==> src/rtl/rshp_job_sched_if.sv <==
// rshp_job_sched_if: descriptor intake, engine config and completion status bundle for the job scheduler
interface rshp_job_sched_if #(
  parameter int AW = 16,
  parameter int ADIM = 6,
  parameter int QD = 4,
  parameter int TOW = 24
);
  logic enable;
  logic desc_vld;
  logic desc_rdy;
  logic [7:0] desc_tag;
  logic [AW-1:0] desc_rreq_num, desc_raddr_base, desc_wreq_num, desc_waddr_base, desc_rdata_size, desc_wdata_size;
  logic [ADIM-1:0][AW-1:0] desc_raddr_size, desc_raddr_stride, desc_waddr_size, desc_waddr_stride;
  logic [TOW-1:0] timeout_limit;
  logic [AW-1:0] rreq_num, raddr_base, wreq_num, waddr_base, rdata_size, wdata_size;
  logic [ADIM-1:0][AW-1:0] raddr_size, raddr_stride, waddr_size, waddr_stride;
  logic init_pulse;
  logic finish;
  logic busy;
  logic job_done;
  logic [7:0] job_tag;
  logic job_err;
  logic [AW-1:0] done_cnt;
  logic [$clog2(QD):0] q_level;
  modport slave (
    input enable, desc_vld, desc_tag, desc_rreq_num, desc_raddr_base, desc_wreq_num, desc_waddr_base,
          desc_rdata_size, desc_wdata_size, desc_raddr_size, desc_raddr_stride, desc_waddr_size,
          desc_waddr_stride, timeout_limit, finish,
    output desc_rdy, rreq_num, raddr_base, wreq_num, waddr_base, rdata_size, wdata_size, raddr_size,
           raddr_stride, waddr_size, waddr_stride, init_pulse, busy, job_done, job_tag, job_err,
           done_cnt, q_level
  );
  modport master (
    output enable, desc_vld, desc_tag, desc_rreq_num, desc_raddr_base, desc_wreq_num, desc_waddr_base,
           desc_rdata_size, desc_wdata_size, desc_raddr_size, desc_raddr_stride, desc_waddr_size,
           desc_waddr_stride, timeout_limit, finish,
    input desc_rdy, rreq_num, raddr_base, wreq_num, waddr_base, rdata_size, wdata_size, raddr_size,
          raddr_stride, waddr_size, waddr_stride, init_pulse, busy, job_done, job_tag, job_err,
          done_cnt, q_level
  );
endinterface

==> src/rtl/rshp_job_sched.sv <==
// rshp_job_sched: queues reshape descriptors, holds config stable, kicks the engine and reports completion under a watchdog
module rshp_job_sched #(
  parameter int AW = 16,
  parameter int ADIM = 6,
  parameter int QD = 4,
  parameter int TOW = 24
) (
  input logic clk,
  input logic reset_n,
  rshp_job_sched_if.slave bus
);
  localparam int PW = $clog2(QD);
  typedef struct packed {
    logic [7:0] tag;
    logic [AW-1:0] rreq_num, raddr_base, wreq_num, waddr_base, rdata_size, wdata_size;
    logic [ADIM-1:0][AW-1:0] raddr_size, raddr_stride, waddr_size, waddr_stride;
  } desc_t;
  typedef enum logic [2:0] {IDLE, LOAD, KICK, RUN, DONE} state_t;
  state_t state, nxt;
  desc_t mem [QD];
  desc_t cfg, din;
  logic [PW-1:0] wp, rp;
  logic [PW:0] cnt;
  logic [TOW-1:0] wd, lim;
  logic push, pop, tmo;
  assign din = {bus.desc_tag, bus.desc_rreq_num, bus.desc_raddr_base, bus.desc_wreq_num, bus.desc_waddr_base,
                bus.desc_rdata_size, bus.desc_wdata_size, bus.desc_raddr_size, bus.desc_raddr_stride,
                bus.desc_waddr_size, bus.desc_waddr_stride};
  assign bus.desc_rdy = (cnt < (PW+1)'(QD)) & reset_n;
  assign push = bus.desc_vld & bus.desc_rdy;
  assign pop = (state == IDLE) & (nxt == LOAD);
  assign tmo = (lim != '0) && (wd == lim - TOW'(1));
  assign bus.busy = state != IDLE;
  assign bus.q_level = cnt;
  assign bus.rreq_num = cfg.rreq_num;
  assign bus.raddr_base = cfg.raddr_base;
  assign bus.wreq_num = cfg.wreq_num;
  assign bus.waddr_base = cfg.waddr_base;
  assign bus.rdata_size = cfg.rdata_size;
  assign bus.wdata_size = cfg.wdata_size;
  assign bus.raddr_size = cfg.raddr_size;
  assign bus.raddr_stride = cfg.raddr_stride;
  assign bus.waddr_size = cfg.waddr_size;
  assign bus.waddr_stride = cfg.waddr_stride;
  // descriptor FIFO; a pop never frees a slot for a same-cycle push because desc_rdy looks only at the count
  always_ff @(posedge clk) begin
    if (push) mem[wp] <= din;
    if (!reset_n) begin
      wp <= '0;
      rp <= '0;
      cnt <= '0;
    end else begin
      wp <= wp + PW'(push);
      rp <= rp + PW'(pop);
      cnt <= cnt + (PW+1)'(push) - (PW+1)'(pop);
    end
  end
  // state register
  always_ff @(posedge clk) state <= !reset_n ? IDLE : nxt;
  // next state; zero-write jobs skip the engine since it would never finish them, and finish beats timeout
  always_comb begin
    nxt = state;
    case (state)
      IDLE: nxt = (bus.enable && cnt != '0) ? LOAD : IDLE;
      LOAD: nxt = (cfg.wreq_num == '0) ? DONE : KICK;
      KICK: nxt = RUN;
      RUN: nxt = (bus.finish || tmo) ? DONE : RUN;
      default: nxt = IDLE;
    endcase
  end
  // registered config, strobes, completion status and the saturating watchdog
  always_ff @(posedge clk) begin
    if (!reset_n) begin
      cfg <= '0;
      bus.init_pulse <= 1'b0;
      bus.job_done <= 1'b0;
      bus.job_tag <= '0;
      bus.job_err <= 1'b0;
      bus.done_cnt <= '0;
      wd <= '0;
      lim <= '0;
    end else begin
      bus.init_pulse <= nxt == KICK;
      bus.job_done <= nxt == DONE;
      if (pop) cfg <= mem[rp];
      if (nxt == DONE) begin
        bus.job_tag <= cfg.tag;
        bus.job_err <= (state == RUN) && !bus.finish;
        bus.done_cnt <= bus.done_cnt + AW'(1);
      end
      wd <= (state == KICK) ? '0 : ((state == RUN) && (wd != '1)) ? wd + TOW'(1) : wd;
      if (state == KICK) lim <= bus.timeout_limit;
    end
  end
endmodule

==> src/flat_wrapper.sv <==
// flat-port wrapper written by rule: the top's interface ports become plain ports
module rshp_job_sched_flat 
#(
  parameter int AW = 16,
  parameter int ADIM = 6,
  parameter int QD = 4,
  parameter int TOW = 24
)
  (clk, reset_n, bus_enable, bus_desc_vld, bus_desc_tag, bus_desc_rreq_num, bus_desc_raddr_base, bus_desc_wreq_num, bus_desc_waddr_base, bus_desc_rdata_size, bus_desc_wdata_size, bus_desc_raddr_size, bus_desc_raddr_stride, bus_desc_waddr_size, bus_desc_waddr_stride, bus_timeout_limit, bus_finish, bus_desc_rdy, bus_rreq_num, bus_raddr_base, bus_wreq_num, bus_waddr_base, bus_rdata_size, bus_wdata_size, bus_raddr_size, bus_raddr_stride, bus_waddr_size, bus_waddr_stride, bus_init_pulse, bus_busy, bus_job_done, bus_job_tag, bus_job_err, bus_done_cnt, bus_q_level);
  rshp_job_sched_if #(.AW(AW), .ADIM(ADIM), .QD(QD), .TOW(TOW)) bus_i ();
  input logic clk;
  input logic reset_n;
  input wire logic [$bits(bus_i.enable)-1:0] bus_enable;
  input wire logic [$bits(bus_i.desc_vld)-1:0] bus_desc_vld;
  input wire logic [$bits(bus_i.desc_tag)-1:0] bus_desc_tag;
  input wire logic [$bits(bus_i.desc_rreq_num)-1:0] bus_desc_rreq_num;
  input wire logic [$bits(bus_i.desc_raddr_base)-1:0] bus_desc_raddr_base;
  input wire logic [$bits(bus_i.desc_wreq_num)-1:0] bus_desc_wreq_num;
  input wire logic [$bits(bus_i.desc_waddr_base)-1:0] bus_desc_waddr_base;
  input wire logic [$bits(bus_i.desc_rdata_size)-1:0] bus_desc_rdata_size;
  input wire logic [$bits(bus_i.desc_wdata_size)-1:0] bus_desc_wdata_size;
  input wire logic [$bits(bus_i.desc_raddr_size)-1:0] bus_desc_raddr_size;
  input wire logic [$bits(bus_i.desc_raddr_stride)-1:0] bus_desc_raddr_stride;
  input wire logic [$bits(bus_i.desc_waddr_size)-1:0] bus_desc_waddr_size;
  input wire logic [$bits(bus_i.desc_waddr_stride)-1:0] bus_desc_waddr_stride;
  input wire logic [$bits(bus_i.timeout_limit)-1:0] bus_timeout_limit;
  input wire logic [$bits(bus_i.finish)-1:0] bus_finish;
  output wire logic [$bits(bus_i.desc_rdy)-1:0] bus_desc_rdy;
  output wire logic [$bits(bus_i.rreq_num)-1:0] bus_rreq_num;
  output wire logic [$bits(bus_i.raddr_base)-1:0] bus_raddr_base;
  output wire logic [$bits(bus_i.wreq_num)-1:0] bus_wreq_num;
  output wire logic [$bits(bus_i.waddr_base)-1:0] bus_waddr_base;
  output wire logic [$bits(bus_i.rdata_size)-1:0] bus_rdata_size;
  output wire logic [$bits(bus_i.wdata_size)-1:0] bus_wdata_size;
  output wire logic [$bits(bus_i.raddr_size)-1:0] bus_raddr_size;
  output wire logic [$bits(bus_i.raddr_stride)-1:0] bus_raddr_stride;
  output wire logic [$bits(bus_i.waddr_size)-1:0] bus_waddr_size;
  output wire logic [$bits(bus_i.waddr_stride)-1:0] bus_waddr_stride;
  output wire logic [$bits(bus_i.init_pulse)-1:0] bus_init_pulse;
  output wire logic [$bits(bus_i.busy)-1:0] bus_busy;
  output wire logic [$bits(bus_i.job_done)-1:0] bus_job_done;
  output wire logic [$bits(bus_i.job_tag)-1:0] bus_job_tag;
  output wire logic [$bits(bus_i.job_err)-1:0] bus_job_err;
  output wire logic [$bits(bus_i.done_cnt)-1:0] bus_done_cnt;
  output wire logic [$bits(bus_i.q_level)-1:0] bus_q_level;
  assign bus_i.enable = bus_enable;
  assign bus_i.desc_vld = bus_desc_vld;
  assign bus_i.desc_tag = bus_desc_tag;
  assign bus_i.desc_rreq_num = bus_desc_rreq_num;
  assign bus_i.desc_raddr_base = bus_desc_raddr_base;
  assign bus_i.desc_wreq_num = bus_desc_wreq_num;
  assign bus_i.desc_waddr_base = bus_desc_waddr_base;
  assign bus_i.desc_rdata_size = bus_desc_rdata_size;
  assign bus_i.desc_wdata_size = bus_desc_wdata_size;
  assign bus_i.desc_raddr_size = bus_desc_raddr_size;
  assign bus_i.desc_raddr_stride = bus_desc_raddr_stride;
  assign bus_i.desc_waddr_size = bus_desc_waddr_size;
  assign bus_i.desc_waddr_stride = bus_desc_waddr_stride;
  assign bus_i.timeout_limit = bus_timeout_limit;
  assign bus_i.finish = bus_finish;
  assign bus_desc_rdy = bus_i.desc_rdy;
  assign bus_rreq_num = bus_i.rreq_num;
  assign bus_raddr_base = bus_i.raddr_base;
  assign bus_wreq_num = bus_i.wreq_num;
  assign bus_waddr_base = bus_i.waddr_base;
  assign bus_rdata_size = bus_i.rdata_size;
  assign bus_wdata_size = bus_i.wdata_size;
  assign bus_raddr_size = bus_i.raddr_size;
  assign bus_raddr_stride = bus_i.raddr_stride;
  assign bus_waddr_size = bus_i.waddr_size;
  assign bus_waddr_stride = bus_i.waddr_stride;
  assign bus_init_pulse = bus_i.init_pulse;
  assign bus_busy = bus_i.busy;
  assign bus_job_done = bus_i.job_done;
  assign bus_job_tag = bus_i.job_tag;
  assign bus_job_err = bus_i.job_err;
  assign bus_done_cnt = bus_i.done_cnt;
  assign bus_q_level = bus_i.q_level;
  rshp_job_sched #(.AW(AW), .ADIM(ADIM), .QD(QD), .TOW(TOW)) u_core (.clk(clk), .reset_n(reset_n), .bus(bus_i));
endmodule
==> config.mk <==
export PLATFORM = sky130hd
export DESIGN_NAME = rshp_job_sched_flat
export DESIGN_NICKNAME = d
export VERILOG_FILES = /design/src/rtl/rshp_job_sched_if.sv /design/src/rtl/rshp_job_sched.sv /design/src/flat_wrapper.sv
export SDC_FILE = /design/constraint.sdc
export NUM_CORES = 2
export LEC_CHECK = 0
export ABC_AREA = 1
export CAP_MARGIN = 10
export CORE_MARGIN = 2
export CORE_UTILIZATION = 35
export DETAILED_ROUTE_END_ITERATION = 8
export PLACE_DENSITY = 0.52
export SYNTH_ARGS = -nofsm -noshare
export SYNTH_HDL_FRONTEND = slang
export SYNTH_SLANG_ARGS = --single-unit
==> constraint.sdc <==
create_clock -name clk -period 49.8 [get_ports clk]
set_input_delay 7.47 -clock clk [delete_from_list [all_inputs] [get_ports clk]]
set_output_delay 7.47 -clock clk [all_outputs]
set_load 0.02 [all_outputs]
==> impl_results.md <==
* RSZ-0062 raised after global routing: no
* Total die area at 280300 um2
* Core area at 274100 um2
* GRT Total Usage at between 10% and 20%
* Uppermost layer routed: met5
* Crit-path max cell delay at slightly below 0.7 ns
* PostCTS Resize Cnt at 0
* Setup Buffers After CTS at 0
* Worst R2R Setup Slack at 44.82 ns
* Die height at about 530 um
* Filler cell count at roughly 25000
* CTS sink count at ~2500
* R2R cell count at 10
* Register area share after synthesis at 72.54%
* Status: finished clean
* Top_reg_cell synth: edfxtp_1
* Via Count at 59905
* Ports at roughly 1000
* Worst hold path stage count at 2
* Worst reg2reg path endpoint: u_core.bus.rreq_num[9]
* Cell variety after synth at 36
* Delay-heaviest family, CP: buffers and inverters
* Row count at between 150 and 200
* Crit-path max FO at 35
* Final max-slew violation count at 0
* CTS Buffer Depth at 4
* Synthesized area at around 97000 um2
* CP Buf/Inv Count at 4
* Mux share of post-synthesis cell area at 0%
* Main combinational cell family by area after synthesis: compound AO/OA/AOI/OAI gates
* Root buffer cell: clkbuf_16
* Worst Hold Launch: u_core.bus.job_err
* Met3 wire length at ~24000 um
* Synth Area in Simple Gates at ~7.6%
* Async SR Flop Fraction at 0%
* Fin crit period at 16.55 ns
* Vias in the first global route at around 58000
* Syn nets at between 8000 and 9000
* Yosys Warn Count at 0
* Leakage at slightly below 0.04 uW
* Fin. Hold Viols at 0
* Layout area overhead at 20.36%
* Register bit count reported by yosys at approximately 2500
* DR pass1 iterations at 5
* Final period utilization at roughly 33%
* Syn avg cell area at between 10 and 15 um2
* Synth Area in Adders at less than 1%
* DR WL/cell at approximately 22 um
* CP max-delay cell: clkdlybuf4s50_1
* Slew margin rel. at roughly 25%
* Met2 routed WL at 123600 um
* Setup TNS at 0 ns
* WS Path Type: input pin to output port
* Peak supply drop at roughly 0.045 mV
* Layout cells sized above 1 at between 6 and 7%
* Cts bufs inserted at roughly 280
* CTS clk-pin slew, worst paths at ~0.05 ns
* WP data required at ~42 ns
* Final Skew at roughly 0.04 ns
* Setup violators final at 0
* DRC errors left at 0
* Pwr Density at between 50 and 60 nW/um2
* Die width at about 530 um
* Post-synthesis cell count at ~7600
* Initial drt markers at 4595
* HPWL Detailed at 164000 um
* CP cell instances: buf_8 -> inv_1 -> buf_4 -> nor2_1 -> clkdlybuf4s50_1
* Post-synthesis compound-gate area fraction at 13.15%
* Global-route wire length before repair at slightly below 400000 um
* Hold Path End: u_core.bus.job_err
* Port Buffers at 1028
* Crit start category: input pin
* Critical Path AT at between 9 and 10 ns
* DR vias/cell at approximately 5
* Setup WS pre-CTS at about 33 ns
* Initial core utilization at a little over a third
* Setup ws final at about 33 ns
* Remaining antenna violation count after routing at 0
* H-tree Lvls at 5
* CTS tree: done
* Initial antenna violation count at around 140
* Global route overflow at 0
* Hold Path Class: register to register
* WL final at 269400 um
* Post-Synth XOR/XNOR Area at less than 1%
* Gpl congestion at 0.7827
* Max-Cap Viols at 0
* RR Startpoint: u_core.state[2]
* Cts-stage hold buffer count at 0
* Max Freq at roughly 0.06 GHz
* CP Capture Type: output port
* Final #Nets at roughly 8500
* Number of synthesized flops with an enable pin at ~2000
* Worst slew pin tran at roughly 1.1 ns
* Worst-Skew Late Latency at between 0.8 and 0.9 ns
* Largest net degree at the start of global routing at between 200 and 250
* Met1 Wirelength at 108900 um
placed cells by master (no fill, tap or decap), types with 4 or more instances in the layout:
master	synthesis	layout
a21oi_1	1030	1030
a32o_1	488	488
buf_12	0	14
buf_4	481	70
bufinv_16	0	23
clkbuf_1	457	73
clkbuf_16	0	292
clkbuf_8	0	36
clkdlybuf4s50_1	0	1027
clkinv_1	1	25
clkinv_2	0	39
clkinv_8	0	7
clkinvlp_4	0	9
dfxtp_1	573	571
diode_2	0	58
edfxtp_1	1952	1952
ha_1	7	7
inv_1	105	105
inv_6	0	7
nand2_1	1645	1645
nand3_1	56	56
nand3b_1	13	13
nand4_1	17	17
nor2_1	98	98
nor2_4	4	4
nor3_1	22	17
nor3_2	0	5
nor4_1	12	12
o21ai_0	525	525
xnor2_1	18	18
xor2_1	25	25
per-layer routing:
layer | up-vias | track usage [%]
li1 | 28199 | -
met1 | 29337 | 22.59
met2 | 1686 | 28.50
met3 | 561 | 6.776
met4 | 122 | 9.145
met5 | - | 0.08658
how the worst max path moves through the flow:
stage | end | depth (start not counted) | startpoint | slack, ns
after floorplan | u_core.mem[0][0] | 5 | reset_n | 6.72
after global placement | bus_desc_rdy | 5 | reset_n | 33.25
after detailed placement | bus_desc_rdy | 5 | reset_n | 33.26
after CTS | bus_desc_rdy | 5 | reset_n | 33.23
after global routing | bus_desc_rdy | 5 | reset_n | 33.22
final | bus_desc_rdy | 5 | reset_n | 33.25
logic make-up (layout without fill, tap and decap cells):
family / Yosys count / count (layout)
other cells: 0 / 58
flops: 2525 / 2525
fa+ha+maj: 8 / 8
compound gates: 2048 / 2048
simple gates: 1877 / 1877
xor+xnor: 43 / 43
buf+inv: 1104 / 1736
through the flow:
stage,util [%],std cells,instance area (um2),hold WS [ns],power (uW)
after floorplan,-,7605,96620,0.4477,3982
after global placement,38.96,11408,106800,0.4465,4441
after detailed placement,38.96,11408,106800,0.4616,4460
after CTS,42.38,11923,116200,0.4670,6575
after global routing,42.41,11960,116200,0.4894,6819
final,42.43,11981,116300,0.4662,6504
Yosys cell counts, types with 4 or more instances:
master	instances	area [um2]
xnor2_1	18	157.7
nand3_1	56	280.3
edfxtp_1	1952	58620
xor2_1	25	219.0
dfxtp_1	573	11470
inv_1	105	394.1
buf_1	22	82.58
nor3_1	22	110.1
ha_1	7	87.58
nand3b_1	13	97.59
buf_2	33	165.2
nor2_1	98	367.9
o21ai_0	525	2628
nor2_4	4	45.04
nor4_1	12	75.07
a21oi_1	1030	5155
clkbuf_1	457	1715
nand4_1	17	106.4
buf_4	481	3611
nand2_1	1645	6175
a32o_1	488	4885
flip-flops by register name, summed over array words and instances (netlist names), 24 cells and up:
register	cells
u_core.mem	1952
u_core.bus.raddr_size	96
u_core.bus.raddr_stride	96
u_core.bus.waddr_size	96
u_core.bus.waddr_stride	96
u_core.lim	24
u_core.wd	24
tightest hold or removal path: stages, from the launching register on:
cell and delay (ns):
dfxtp_1 0.31, nand2_1 0.05, o21ai_0 0.06
report_power, final:
group	internal [uW]	switching, uW	total [uW]
sequential	2530	142	2670
combinational	651	1080	1730
clock	1250	843	2100
total	4440	2070	6500
layout make-up:
| class | count | area (um2) | area share [%] |
|---|---|---|---|
| clock buffer | 401 | 8077 | 6.945 |
| multi-input combinational | 3976 | 20560 | 17.68 |
| timing repair buffer | 1112 | 11100 | 9.545 |
| sequential | 2525 | 70090 | 60.27 |
| tap | 3686 | 4612 | 3.966 |
| inverter | 109 | 416.7 | 0.3583 |
| clock inverter | 114 | 1294 | 1.112 |
| antenna | 58 | 145.1 | 0.1248 |
No activity file was read; power rests on OpenSTA's default activity.
